--- config.mk ---
export PLATFORM = sky130hd
export DESIGN_NAME = genius_autoplayer
export DESIGN_NICKNAME = d
export VERILOG_FILES = /design/src/rtl/genius_autoplayer.sv
export SDC_FILE = /design/constraint.sdc
export NUM_CORES = 1
export LEC_CHECK = 0
export BUFFER_PORTS_ARGS = -buffer_cell sky130_fd_sc_hd__buf_2
export CAP_MARGIN = 40
export CORE_ASPECT_RATIO = 1.1
export CORE_MARGIN = 5
export CORE_UTILIZATION = 58
export CTS_CLUSTER_SIZE = 16
export DETAILED_ROUTE_END_ITERATION = 6
export GPL_TIMING_DRIVEN = 0
export PLACE_DENSITY = 0.77
export RECOVER_POWER = 100
export SYNTH_ARGS = -nofsm -noshare
export SYNTH_HDL_FRONTEND = slang
export SYNTH_SLANG_ARGS = --single-unit
--- constraint.sdc ---
create_clock -name clock -period 3.73 [get_ports clock]
set_input_delay 0.746 -clock clock [delete_from_list [all_inputs] [get_ports clock]]
set_output_delay 0.746 -clock clock [all_outputs]
set_load 0.01 [all_outputs]
--- src/rtl/genius_autoplayer.sv ---
// Genius autoplayer: captures the game's digit display and replays it on the button bus.
// Define GENIUS_AUTOPLAY_FAULT_EN to add fault_arm/fault_idx for deliberate wrong presses.
module genius_autoplayer #(
    parameter int DEPTH         = 16,
    parameter int SETTLE_CYCLES = 2,
    parameter int PRESS_CYCLES  = 1,
    parameter int GAP_CYCLES    = 1
) (
    input  logic       clock,
    input  logic       reset,
    input  logic       enable,
    input  logic [6:0] segd0,
`ifdef GENIUS_AUTOPLAY_FAULT_EN
    input  logic       fault_arm,
    input  logic [3:0] fault_idx,
`endif
    output logic [2:0] btn,
    output logic       busy,
    output logic       done,
    output logic       error,
    output logic [4:0] seq_len
);

    typedef enum logic [2:0] {
        S_IDLE,
        S_CAPTURE,
        S_SETTLE,
        S_PRESS,
        S_GAP,
        S_DONE,
        S_ERROR
    } state_e;

    localparam logic [4:0] DEPTH_L  = 5'(DEPTH);
    localparam logic [7:0] SETTLE_L = 8'(SETTLE_CYCLES - 1);
    localparam logic [7:0] PRESS_L  = 8'(PRESS_CYCLES - 1);
    localparam logic [7:0] GAP_L    = 8'(GAP_CYCLES - 1);

    state_e     state_q, state_d;
    logic [4:0] len_q, len_d;
    logic [3:0] idx_q, idx_d;
    logic [7:0] cnt_q, cnt_d;
    logic [2:0] btn_q, btn_d;
    logic       busy_q, done_q, error_q;
    logic [1:0] buf_q [DEPTH];

    logic       dig_valid;
    logic       dig_blank;
    logic [1:0] dig;
    logic       wr_en;
    logic [3:0] wr_idx;
    logic [2:0] code;

    always_comb begin
        dig_valid = 1'b1;
        dig_blank = 1'b0;
        dig       = 2'd0;
        unique case (segd0)
            7'h3F:   dig = 2'd0;
            7'h06:   dig = 2'd1;
            7'h5B:   dig = 2'd2;
            7'h4F:   dig = 2'd3;
            7'h00: begin
                dig_valid = 1'b0;
                dig_blank = 1'b1;
            end
            default: dig_valid = 1'b0;
        endcase
    end

    // IDLE writes slot 0; CAPTURE appends at the current length.
    assign wr_idx = (state_q == S_IDLE) ? 4'd0 : len_q[3:0];

    always_comb begin
        code = {1'b0, buf_q[idx_q]} + 3'd1;
`ifdef GENIUS_AUTOPLAY_FAULT_EN
        if (fault_arm && (idx_q == fault_idx)) begin
            code = {1'b0, code[1:0]} + 3'd1;
        end
`endif
    end

    always_comb begin
        state_d = state_q;
        len_d   = len_q;
        idx_d   = idx_q;
        cnt_d   = cnt_q;
        wr_en   = 1'b0;
        if (!enable) begin
            state_d = S_IDLE;
            idx_d   = 4'd0;
            cnt_d   = 8'd0;
        end else begin
            unique case (state_q)
                S_IDLE: begin
                    if (dig_valid) begin
                        wr_en   = 1'b1;
                        len_d   = 5'd1;
                        state_d = S_CAPTURE;
                    end
                end
                S_CAPTURE: begin
                    if (dig_blank) begin
                        cnt_d   = 8'd0;
                        state_d = S_SETTLE;
                    end else if (!dig_valid || len_q == DEPTH_L) begin
                        state_d = S_ERROR;
                    end else begin
                        wr_en = 1'b1;
                        len_d = len_q + 5'd1;
                    end
                end
                S_SETTLE: begin
                    if (dig_valid) begin
                        state_d = S_ERROR;
                    end else if (cnt_q == SETTLE_L) begin
                        cnt_d   = 8'd0;
                        idx_d   = 4'd0;
                        state_d = S_PRESS;
                    end else begin
                        cnt_d = cnt_q + 8'd1;
                    end
                end
                S_PRESS: begin
                    if (cnt_q == PRESS_L) begin
                        cnt_d   = 8'd0;
                        state_d = S_GAP;
                    end else begin
                        cnt_d = cnt_q + 8'd1;
                    end
                end
                S_GAP: begin
                    if (cnt_q == GAP_L) begin
                        cnt_d = 8'd0;
                        if ({1'b0, idx_q} < len_q - 5'd1) begin
                            idx_d   = idx_q + 4'd1;
                            state_d = S_PRESS;
                        end else begin
                            state_d = S_DONE;
                        end
                    end else begin
                        cnt_d = cnt_q + 8'd1;
                    end
                end
                S_DONE:  state_d = S_IDLE;
                S_ERROR: state_d = S_ERROR;
                default: state_d = S_IDLE;
            endcase
        end
    end

    // Button lags the state that selects it by one cycle.
    always_comb begin
        btn_d = 3'd0;
        if (enable && state_q == S_PRESS) begin
            btn_d = code;
        end
    end

    always_ff @(posedge clock) begin
        if (!reset) begin
            state_q <= S_IDLE;
            len_q   <= 5'd0;
            idx_q   <= 4'd0;
            cnt_q   <= 8'd0;
            btn_q   <= 3'd0;
            busy_q  <= 1'b0;
            done_q  <= 1'b0;
            error_q <= 1'b0;
        end else begin
            state_q <= state_d;
            len_q   <= len_d;
            idx_q   <= idx_d;
            cnt_q   <= cnt_d;
            btn_q   <= btn_d;
            busy_q  <= (state_d != S_IDLE);
            done_q  <= enable && (state_q == S_DONE);
            error_q <= (state_d == S_ERROR);
        end
    end

    always_ff @(posedge clock) begin
        if (wr_en) begin
            buf_q[wr_idx] <= dig;
        end
    end

    assign btn     = btn_q;
    assign busy    = busy_q;
    assign done    = done_q;
    assign error   = error_q;
    assign seq_len = len_q;

endmodule

# --- Yosys cells after proc, flatten, opt, wreduce, memory -nomap -nowiden ---
# Memories as Yosys holds them, arrays and structs flattened. A register that Yosys moved wholly into a read port is not among the register bits.
# Index checks and enable logic that the tools add are counted.
# W data, S select, Z words.
op_classes:
  n_lt_le_gt_ge: 1
  addsub: 5
  muxes: 37
  n_reduce_logical: 18
  n_eq_ne: 21
ops:
  columns: ["operator", "count"]
  rows:
  - ["$mux W8", 4]
  - ["$mux W4", 7]
  - ["$mux W3", 9]
  - ["$pmux W8 S3", 1]
  - ["$pmux W3 S6", 1]
  - ["$ne A2 B2 Y1 const B", 8]
  - ["$mux W5", 3]
  - ["$eq A7 B7 Y1 const B", 2]
  - ["$eq A3 B3 Y1 const B", 4]
  - ["$pmux W5 S2", 1]
  - ["$reduce_and A5 Y1", 2]
  - ["$add A8 B1 Y8 const B", 1]
  - ["$eq A8 B1 Y1 const B", 1]
  - ["$logic_not A8 Y1", 1]
  - ["$mux W1", 8]
  - ["$pmux W4 S2", 1]
  - ["$eq A7 B3 Y1 const B", 1]
  - ["$eq A7 B6 Y1 const B", 1]
  - ["$logic_not A7 Y1", 1]
  - ["$eq A3 B2 Y1 const B", 2]
  - ["$pmux W2 S3", 1]
  - ["$reduce_bool A3 Y1", 2]
  - ["$add A5 B1 Y5 const B", 1]
  - ["$eq A5 B5 Y1 const B", 1]
  - ["other kinds (15)", 18]
totals:
  ram_bits: 32
  out_inout_bits: 11
  mem_count: 1
  wordCells: 91
  reg_bits: 26
mem_list:
  columns: ["memory", "words", "width", "rd", "rd_ports_with_merged_regs", "write_ports", "line", "text"]
  rows:
  - ["buf_q", 16, 2, 1, 1, 1, "45", "logic [1:0] buf_q [DEPTH];"]

# --- Depth between registers and ports, before layout ---
logic_depth:
  ltp_word: 11
  depth_mapped: 11

# --- Least setup slack after synthesis ---
# OpenSTA, ideal clock, no wires.
synth_timing:
  path_kind: "reg2reg"
  start: "register len_q[0] (netlist: seq_len[0])"
  end: "register (tool-made name)"
  period_less_slack_ps: 2591
  setup_ps: 77
  path_slack_ps: 1139
  path_stages_with_launch: 12
  arrival_time_ps: 2513
  path_cell_list: "dfxtp_1 -> clkbuf_1 -> inv_1 -> ha_1 -> xnor2_1 -> ha_1 -> o21a_1 -> o2bb2ai_1 -> o21ai_0 -> a21o_1 -> or3_1 -> a21oi_1"
synth_lines:
  columns: ["item", "line", "text"]
  rows:
  - ["start, declared", "40", "logic [4:0] len_q, len_d;"]
  - ["start signal, assigned", "172", "len_q <= len_d;"]

# --- Final worst setup path ---
layout_timing:
  start: "input segd0[0]"
  end: "memory buf_q[5][0] (enable)"
layout_via:
  elab_chain_cells: 11
layout_lines:
  columns: ["item", "line", "text"]
  rows:
  - ["start, declared", "12", "input logic [6:0] segd0,"]
  - ["$eq A7 B7 Y1, or another cell as far along", "58", "unique case (segd0)"]
  - ["$reduce_or A4 Y1 (no line)", null, null]
  - ["$mux W1", "58", null]
  - ["$logic_not A1 Y1", "106", "end else if (!dig_valid || len_q == DEPTH_L) begin"]
  - ["$logic_or A1 B1 Y1", "106", null]
  - ["$mux W1", "106", null]
  - ["$mux W1", "103", "if (dig_blank) begin"]
  - ["$pmux W1 S2 (*)", "94", "unique case (state_q)"]
  - ["$mux W1 (*)", "89", "if (!enable) begin"]
  - ["$mux W1 (*)", "183", "if (wr_en) begin"]
  - ["$mux W1 (implied by the code) (*)", "184", "buf_q[wr_idx] <= dig;"]
  - ["end, declared", "45", null]
# Mark *: on every way between the ends. The rest lies on a longest branch, timed or not.

==> flow_summary.toml <==
[pwr]
totalPowerFinal_w = 0.00146
vdd_drop_max_uv = 223
total_leakage_power_nw = 1.17
powerDensity_nw_per_um2 = 425

[run]
cap_viol_max_count = 0

[drt]
wirelength_um = 6040
via_count = 2167
drt-wirelength-per-cell_um = 16.7
first_pass_iters = 4
drc = 0
antenna_left = 0
vias_per_cell = 5.99
drtIter0Drc = 146

[outcome]
status = "finished clean"

[hold_path]
min_path_type = "flop to flop"

[clocking]
htree_levels = 3
clk_pin_slew_ns = 0.07
clk_latency_ns = 0.34
clockBufferDepth = 2
cts_tree = "done"
hold_buffers = 0
cts-root-buf = "clkbuf_8"
numCtsBuffers = 9
post-cts-setup-buffers = 0
clock-sinks = 62
cts_resized = 0

[final_layout]
multi_input_comb_area_um2 = 1370
antenna_cells = 0
final_cell_count_no_fill = 362
synthToLayoutAreaGrowth_pct = 11.5
final_nets = 320
seq_area_um2 = 1560
final_cell_mix = "edfxtp_1 (32), nor2_1 (30), dfxtp_1 (30)"
fillers = 410
layout_commonest_cell = "edfxtp_1"
final_layout_size_suffix_gt1_frac = 0.135

[grt]
grt_pass1_vias = 2244
grt_overflow = 0
grt_busiest_layer = "met2"
use_met1 = 0.235
antenna_found_initial = 0
grt_usage = 0.201
grt_max_degree = 19
grt_use_met2 = 0.359
grt_pass1_wl_um = 10400
met3_usage = 0.0468

[synth]
syn_nets = 289
synth_edf_count = 32
synth_area_um2 = 3080
ys_seq_area_frac = 0.508
synth_seq_cells = 62
ys_async_sr_fraction = 0
synthFlopType = "edfxtp_1"
synth.avg_cell_area_um2 = 11.5
synth_cell_type_count = 54
ys_warn_count = 0
synthCells = 268

[sta]
hold_viol = 0
slew_violations = 0
period_share = 0.849
relSlewSlack = 0.444
setup_viol = 0
worstMarginPinSlew_ns = 0.827
fin_setup_tns_ns = 0
period_minus_slack_ns = 3.17
whs_ns = 0.511
fmax_ghz = 0.316
rsz0062_at_grt = "no"
skew_ns = 0.0120

[place]
hpwl_um = 4480
placedCellCount = 346
port_buffers = 20
place.gp.congestion = 0.871

[floorplanning]
die_y_um = 86.4
die_w_um = 79.4
core_um2 = 5070
io_pins = 21
rows = 27
initial_core_util = 0.607
fp.dieArea_um2 = 6860

[setup_path]
startpoint_type = "primary input"
cp_max_fo = 9
path_class = "primary input to flop"
worst_setup_path_end_kind = "flop"
required_ns = 3.75
critPathArrivalTime_ns = 3.19
area by class of cell:
type,count,share of cell area
inverters,11,0.0120
multi-input cells,186,0.400
clock buffers,10,0.0401
well taps,58,0.0211
repair buffers,20,0.0241
plain buffers,9,0.0164
flip-flops and latches,62,0.455
clock inverters,6,0.0314
through the flow:
step | utilization | cell area [µm²] | setup slack, ns
floorplan | - | 3080 | 1.14
global placement | 0.641 | 3250 | 0.690
detailed placement | 0.641 | 3250 | 0.655
CTS | 0.690 | 3490 | 0.702
global route | 0.677 | 3430 | 0.264
finish | 0.677 | 3430 | 0.563
worst max-delay path: stages:
cell       delay [ns]
clkbuf_1         0.09
nor4_1           0.73
o2111ai_1        0.29
a21oi_1          0.41
nand3_2          0.24
or3_1            0.44
nor2_1           0.24
state kept, by name, indices dropped and copies added (netlist names), named ones only:
signal and flops:
state_q 3, busy 1, done 1, seq_len 5
error 1, btn 3, idx_q 4, cnt_q 8
buf_q 32
layer usage:
layer  vias to the layer above  part of all wire
met5                         -                 0
met4                         0             0.017
met3                        13             0.037
met2                        45              0.52
met1                      1046              0.42
li1                       1063                 -
cells in the mapped netlist, types with 8 or more instances:
| cell type | n | area share |
|---|---|---|
| edfxtp_1 | 32 | 0.31 |
| mux4_2 | 10 | 0.073 |
| a21oi_1 | 10 | 0.016 |
| inv_1 | 10 | 0.012 |
| ha_1 | 11 | 0.045 |
| dfxtp_1 | 30 | 0.20 |
| o21ai_0 | 10 | 0.016 |
| nand2_1 | 12 | 0.015 |
| nand3_1 | 9 | 0.015 |
| nor3_1 | 13 | 0.021 |
| or3_1 | 8 | 0.016 |
| nor2_1 | 29 | 0.035 |
power by group:
group	leakage [nW]	internal, W	switching (W)
clock network	0.124	0.000461	0.000258
registers	0.507	0.000711	0.000000419
logic	0.541	0.0000103	0.0000192
final timing paths:
| check | from | endpoint | slack, ns | cells after the start |
|---|---|---|---|---|
| worst max-delay path | segd0[0] | buf_q[5][0] | 0.56 | 7 |
| worst min-delay path | cnt_q[7] | cnt_q[7] | 0.51 | 2 |
| worst max register to register | seq_len[0] | idx_q[3] | 0.69 | 11 |
| worst min register to register | cnt_q[7] | cnt_q[7] | 0.51 | 2 |
logic make-up after synthesis:
| logic type | after synthesis | synth area share |
|---|---|---|
| fa+ha+maj | 11 | 0.0447 |
| mux | 14 | 0.0862 |
| buf+inv | 20 | 0.0317 |
| simple gates | 108 | 0.198 |
| flops | 62 | 0.508 |
| compound gates | 42 | 0.100 |
| xor+xnor | 11 | 0.0313 |
No activity file was read; power rests on OpenSTA's default activity.
